==> config.mk <==
export PLATFORM = sky130hd
export DESIGN_NAME = ifetch_unit
export DESIGN_NICKNAME = d
export VERILOG_FILES = /design/src/rtl/ifetch_unit.sv
export SDC_FILE = /design/constraint.sdc
export NUM_CORES = 1
export LEC_CHECK = 0
export CAP_MARGIN = 40
export CORE_AREA = 10 10 130 132
export CTS_BUF_LIST = sky130_fd_sc_hd__clkbuf_4 sky130_fd_sc_hd__clkbuf_8 sky130_fd_sc_hd__clkbuf_16
export DETAILED_ROUTE_END_ITERATION = 7
export DIE_AREA = 0 0 140 142
export GPL_TIMING_DRIVEN = 0
export PLACE_DENSITY = 0.84
export SKIP_LAST_GASP = 1
export SLEW_MARGIN = 15
export SYNTH_ARGS = -nofsm -noshare
export SYNTH_HDL_FRONTEND = slang
export SYNTH_SLANG_ARGS = --single-unit
==> constraint.sdc <==
create_clock -name clk -period 8.8 [get_ports clk]
set_input_delay 1.32 -clock clk [delete_from_list [all_inputs] [get_ports clk]]
set_output_delay 1.32 -clock clk [all_outputs]
set_load 0.01 [all_outputs]
==> src/rtl/ifetch_unit.sv <==
// ifetch_unit: fetch stage, one imem req/ack per PC, {pc, inst} queue to decode.
// Optional `IFETCH_ALIGN_CHECK_EN: misaligned PCs become faulted NOP entries.
module ifetch_unit #(
   parameter int unsigned DEPTH    = 2,
   parameter logic [31:0] NOP_WORD = 32'h0000_0000
) (
   input  logic        clk,
   input  logic        rst,
   input  logic [31:0] pc_i,
   output logic        pc_stall_o,
   input  logic        flush_i,
   output logic        imem_req_o,
   output logic [31:0] imem_addr_o,
   input  logic        imem_ack_i,
   input  logic [31:0] imem_rdata_i,
   output logic        inst_valid_o,
   input  logic        inst_ready_i,
   output logic [31:0] inst_o,
   output logic [31:0] inst_pc_o,
   output logic        inst_fault_o
);

   localparam int unsigned AW = $clog2(DEPTH);
   localparam logic [AW:0] FULL = (AW+1)'(DEPTH);
   localparam logic [AW:0] ONE  = (AW+1)'(1);

   typedef enum logic [1:0] {
      S_IDLE,
      S_WAIT,
      S_DRAIN
   } state_e;

   state_e      state_q, state_d;
   logic [31:0] req_pc_q, req_pc_d;
   logic [AW:0] wptr_q, wptr_d;
   logic [AW:0] rptr_q, rptr_d;
   logic [AW:0] count;

   logic [31:0] mem_pc_q   [DEPTH];
   logic [31:0] mem_inst_q [DEPTH];

   logic        space;
   logic        misal;
   logic        push;
   logic        pop;
   logic [31:0] push_pc;
   logic [31:0] push_inst;
   logic        push_fault;

   assign count        = wptr_q - rptr_q;
   assign space        = count < FULL;
   assign inst_valid_o = count != '0;
   assign pop          = inst_valid_o & inst_ready_i;
   assign imem_req_o   = state_q != S_IDLE;
   assign imem_addr_o  = {req_pc_q[31:2], 2'b00};
   assign push_inst    = push_fault ? NOP_WORD : imem_rdata_i;
   assign inst_o       = mem_inst_q[rptr_q[AW-1:0]];
   assign inst_pc_o    = mem_pc_q[rptr_q[AW-1:0]];

`ifdef IFETCH_ALIGN_CHECK_EN
   logic mem_fault_q [DEPTH];

   assign misal        = pc_i[1:0] != 2'b00;
   assign inst_fault_o = mem_fault_q[rptr_q[AW-1:0]];
`else
   assign misal        = 1'b0;
   assign inst_fault_o = 1'b0;
`endif

   // FSM state and latched request PC
   always_ff @(posedge clk or posedge rst) begin
      if (rst) begin
         state_q  <= S_IDLE;
         req_pc_q <= '0;
      end else begin
         state_q  <= state_d;
         req_pc_q <= req_pc_d;
      end
   end

   // next state, push request and PC stall
   always_comb begin
      state_d    = state_q;
      req_pc_d   = req_pc_q;
      push       = 1'b0;
      push_pc    = req_pc_q;
      push_fault = 1'b0;
      pc_stall_o = 1'b1;
      unique case (state_q)
         S_IDLE: begin
            if (!flush_i && space) begin
               if (misal) begin
                  push       = 1'b1;
                  push_pc    = pc_i;
                  push_fault = 1'b1;
                  pc_stall_o = 1'b0;
               end else begin
                  req_pc_d = pc_i;
                  state_d  = S_WAIT;
               end
            end
         end
         S_WAIT: begin
            if (imem_ack_i) begin
               state_d = S_IDLE;
               if (!flush_i) begin
                  push       = 1'b1;
                  pc_stall_o = 1'b0;
               end
            end else if (flush_i) begin
               state_d = S_DRAIN;
            end
         end
         S_DRAIN: begin
            if (imem_ack_i) begin
               state_d = S_IDLE;
            end
         end
         default: state_d = S_IDLE;
      endcase
      if (flush_i) begin
         pc_stall_o = 1'b0;
      end
   end

   // queue pointer update; flush empties the queue
   always_comb begin
      wptr_d = wptr_q;
      rptr_d = rptr_q;
      if (flush_i) begin
         wptr_d = '0;
         rptr_d = '0;
      end else begin
         if (push) wptr_d = wptr_q + ONE;
         if (pop)  rptr_d = rptr_q + ONE;
      end
   end

   // queue pointer registers
   always_ff @(posedge clk or posedge rst) begin
      if (rst) begin
         wptr_q <= '0;
         rptr_q <= '0;
      end else begin
         wptr_q <= wptr_d;
         rptr_q <= rptr_d;
      end
   end

   // queue storage, cleared on reset so the head reads 0
   always_ff @(posedge clk or posedge rst) begin
      if (rst) begin
         for (int unsigned i = 0; i < DEPTH; i++) begin
            mem_pc_q[i]   <= '0;
            mem_inst_q[i] <= '0;
`ifdef IFETCH_ALIGN_CHECK_EN
            mem_fault_q[i] <= 1'b0;
`endif
         end
      end else if (push && !flush_i) begin
         mem_pc_q[wptr_q[AW-1:0]]   <= push_pc;
         mem_inst_q[wptr_q[AW-1:0]] <= push_inst;
`ifdef IFETCH_ALIGN_CHECK_EN
         mem_fault_q[wptr_q[AW-1:0]] <= push_fault;
`endif
      end
   end

endmodule

==> summary.md <==
| Metric | Value |
|---|---|
| Layout cells sized above 1 | 44.6% |
| RSZ-0062 raised after global routing | no |
| Area of the mapped netlist | 7690 um2 |
| Post_cts resized | 0 |
| Site row count | 44 |
| Max_cap viols | 0 |
| Critical Path Sink Type | output port |
| Yosys top cell by area | dfrtp_1 |
| HP Start | mem_inst_q[57]$_DFFE_PP0P_ |
| Clock-pin slew on the worst setup and hold paths | 0.06 ns |
| Fin. Hold Viols | 0 |
| Critical path buffers and inverters | 3 |
| Slew at the pin closest to its max-slew limit | 0.677 ns |
| CP Max Fanout | 10 |
| Fin crit share | 49.0% |
| R2R setup slack | 6.39 ns |
| Clk Latency, worst-skew pair | 0.42 ns |
| Crit path time final | 4.31 ns |
| Worst hold endpoint | mem_inst_q[57]$_DFFE_PP0P_ |
| Largest net degree at the start of global routing | 107 |
| Hold depth | 1 |
| Setup slack after layout | 4.49 ns |
| Die area | 19900 um2 |
| Relative slew slack | 54.9% |
| Worst Skew | 0.00752 ns |
| Synth async-reset ratio | 100% |
| Net count, final | 748 |
| Die width | 140 um |
| WL per Instance | 19.6 um |
| First-pass GRT wire length | 27800 um |
| Crit path cell chain | clkdlybuf4s50_1 > clkbuf_1 > a21oi_1 > clkdlybuf4s50_1 |
| Distinct cell type count after synthesis | 37 |
| DRT antenna net count | 0 |
| Critical Path RT | 7.48 ns |
| Synth Warn # | 0 |
| Power per Cell Area | 387 nW/um2 |
| Post-synthesis register bit count | 166 |
| Worst R2R Path Depth | 6 |
| Max VDD drop | 0.000202 V |
| Worst r2r dst | req_pc_q[25]$_DFFE_PP0P_ |
| Hold WS | 0.494 ns |
| Worst path arrival time | 2.99 ns |
| Crit. Startpoint | flush_i |
| DP HPWL | 12300 um |
| Worst setup path class | input port to output port |
| Ranking of synthesized cells by area | dfrtp_1, mux2_2, mux2_4 |
| Number of global-route vias before repair | 5070 |
| Setup violators final | 0 |
| Synth Instances | 491 |
| Most frequent CP cell | clkdlybuf4s50_1 |
| Vias/cell | 5.14 |
| Htree depth | 4 |
| # IOs | 169 |
| Port bufs | 165 |
| Tot Pwr | 3.94 mW |
| Post-synth EDFFs | 0 |
| Max Slew Vio Count | 0 |
| GRT overflow | 0 |
| Post-place setup slack | 4.51 ns |
| Initial antenna violation count | 0 |
| Vert. Die Dim | 142 um |
| Worst path slowest cell | clkdlybuf4s50_1 |
| Crit-path max cell delay | 0.63 ns |
| Num CTS Buffers | 17 |
| Total core area | 14300 um2 |
| GPL Wtd Cong | 0.747 |
| Sink Count | 166 |
| Syn_area_per_cell | 15.7 um2 |
| Post-synthesis sequential area ratio | 54.0% |
| Gr usage total | 17.4% |
| Clock tree buffer depth | 2 |
| # DRC | 0 |
| Status | completed |
| Setup bufs post-CTS | 0 |
| Fmax | 232 MHz |
| Via count | 4499 |
| Lkg Pwr | 4.66 nW |
| Worst R2R Start | wptr_q[0]$_DFFE_PP0P_ |
| Most common cell after layout, fill and taps aside | dfrtp_1 |
| Area grow syn2layout | 32.5% |
| Most frequent cells in the layout | dfrtp_1, clkdlybuf4s50_1, mux2_2 |
| Diode count | 0 |
| CTS tree | yes |
| Routed WL | 17100 um |
| Crit path launch type | input port |
| Post-CTS Hold Buffers | 0 |
| Drt first pass iters | 4 |
| DR iter-0 viols | 140 |
| CP top delay family | buffers and inverters |
| Setup TNS | 0 ns |
| Initial Utilization | 53.7% |
| Clock root buffer | clkbuf_16 |
| Top-area cell type share of the netlist area | 54.0% |
| Primary FF master, synth | dfrtp_1 |
| Worst Hold Class | flip-flop to flip-flop |
[logic make-up after synthesis]
logic type / after synthesis / share of synthesized area, %
compound gates: 9 / 0.733
xor+xnor: 3 / 0.440
fa+ha+maj: 1 / 0.163
buf+inv: 63 / 6.46
flops: 166 / 54.0
mux: 225 / 35.9
other cells: 1 / 0.0488
simple gates: 23 / 2.18
[power by group]
| group | switching (mW) | total (mW) | leakage, nW | internal [mW] |
|---|---|---|---|---|
| registers | 0.231 | 1.36 | 2.07 | 1.13 |
| clock network | 0.311 | 0.715 | 0.274 | 0.403 |
| logic | 0.653 | 1.86 | 2.31 | 1.21 |
| total | 1.20 | 3.94 | 4.66 | 2.74 |
[state kept, by name, summed over array words and instances (netlist names)]
name,cells
rptr_q,2
wptr_q,2
req_pc_q,32
mem_pc_q,64
mem_inst_q,64
state_q,2
[worst max path at each step]
stage	slack, ns	cells after the start	end
2_1_floorplan	2.99	1	mem_inst_q[0]$_DFFE_PP0P_
3_3_place_gp	1.05	2	req_pc_q[9]$_DFFE_PP0P_
3_5_place_dp	4.51	4	pc_stall_o
4_1_cts	4.50	4	pc_stall_o
5_1_grt	4.39	4	pc_stall_o
6_report	4.49	4	pc_stall_o
[cell usage after synthesis (2+ instances only)]
master and instances:
a21oi_1 4, mux2_4 60, mux2_1 5, xnor2_1 2, buf_6 4, inv_1 4, or3_1 2, nor4bb_1 2
nand4_1 2, nor2b_1 2, nand2_1 3, buf_12 6, buf_2 6, nor2_1 3, dfrtp_1 166, buf_4 33
clkbuf_1 9, mux2_2 159
[layout make-up]
| cell class | count | area (um2) |
|---|---|---|
| Sequential cell | 166 | 4150 |
| Fill cell | 948 | 4130 |
| Multi-Input combinational cell | 264 | 3040 |
| Timing Repair Buffer | 166 | 1680 |
| Buffer | 59 | 482 |
| Clock buffer | 19 | 447 |
| Tap cell | 184 | 230 |
| Clock inverter | 13 | 124 |
| Inverter | 4 | 22.5 |
[through the flow]
stage	util, %	cell area, um2	std cells
floorplan	-	7690	493
global placement	66.9	9580	842
detailed placement	67.1	9610	843
CTS	71.1	10200	875
global route	71.1	10200	875
finish	71.1	10200	875
[per-layer routing]
| layer | wire (um) | global-route usage (%) | part of all wire, % |
|---|---|---|---|
| met5 | 0 | 0 | 0 |
| met4 | 207 | 5.05 | 1.2 |
| met3 | 1110 | 5.97 | 6.5 |
| met2 | 8460 | 28.2 | 49 |
| met1 | 7350 | 21.5 | 43 |
(Power assumes the default switching activity.)
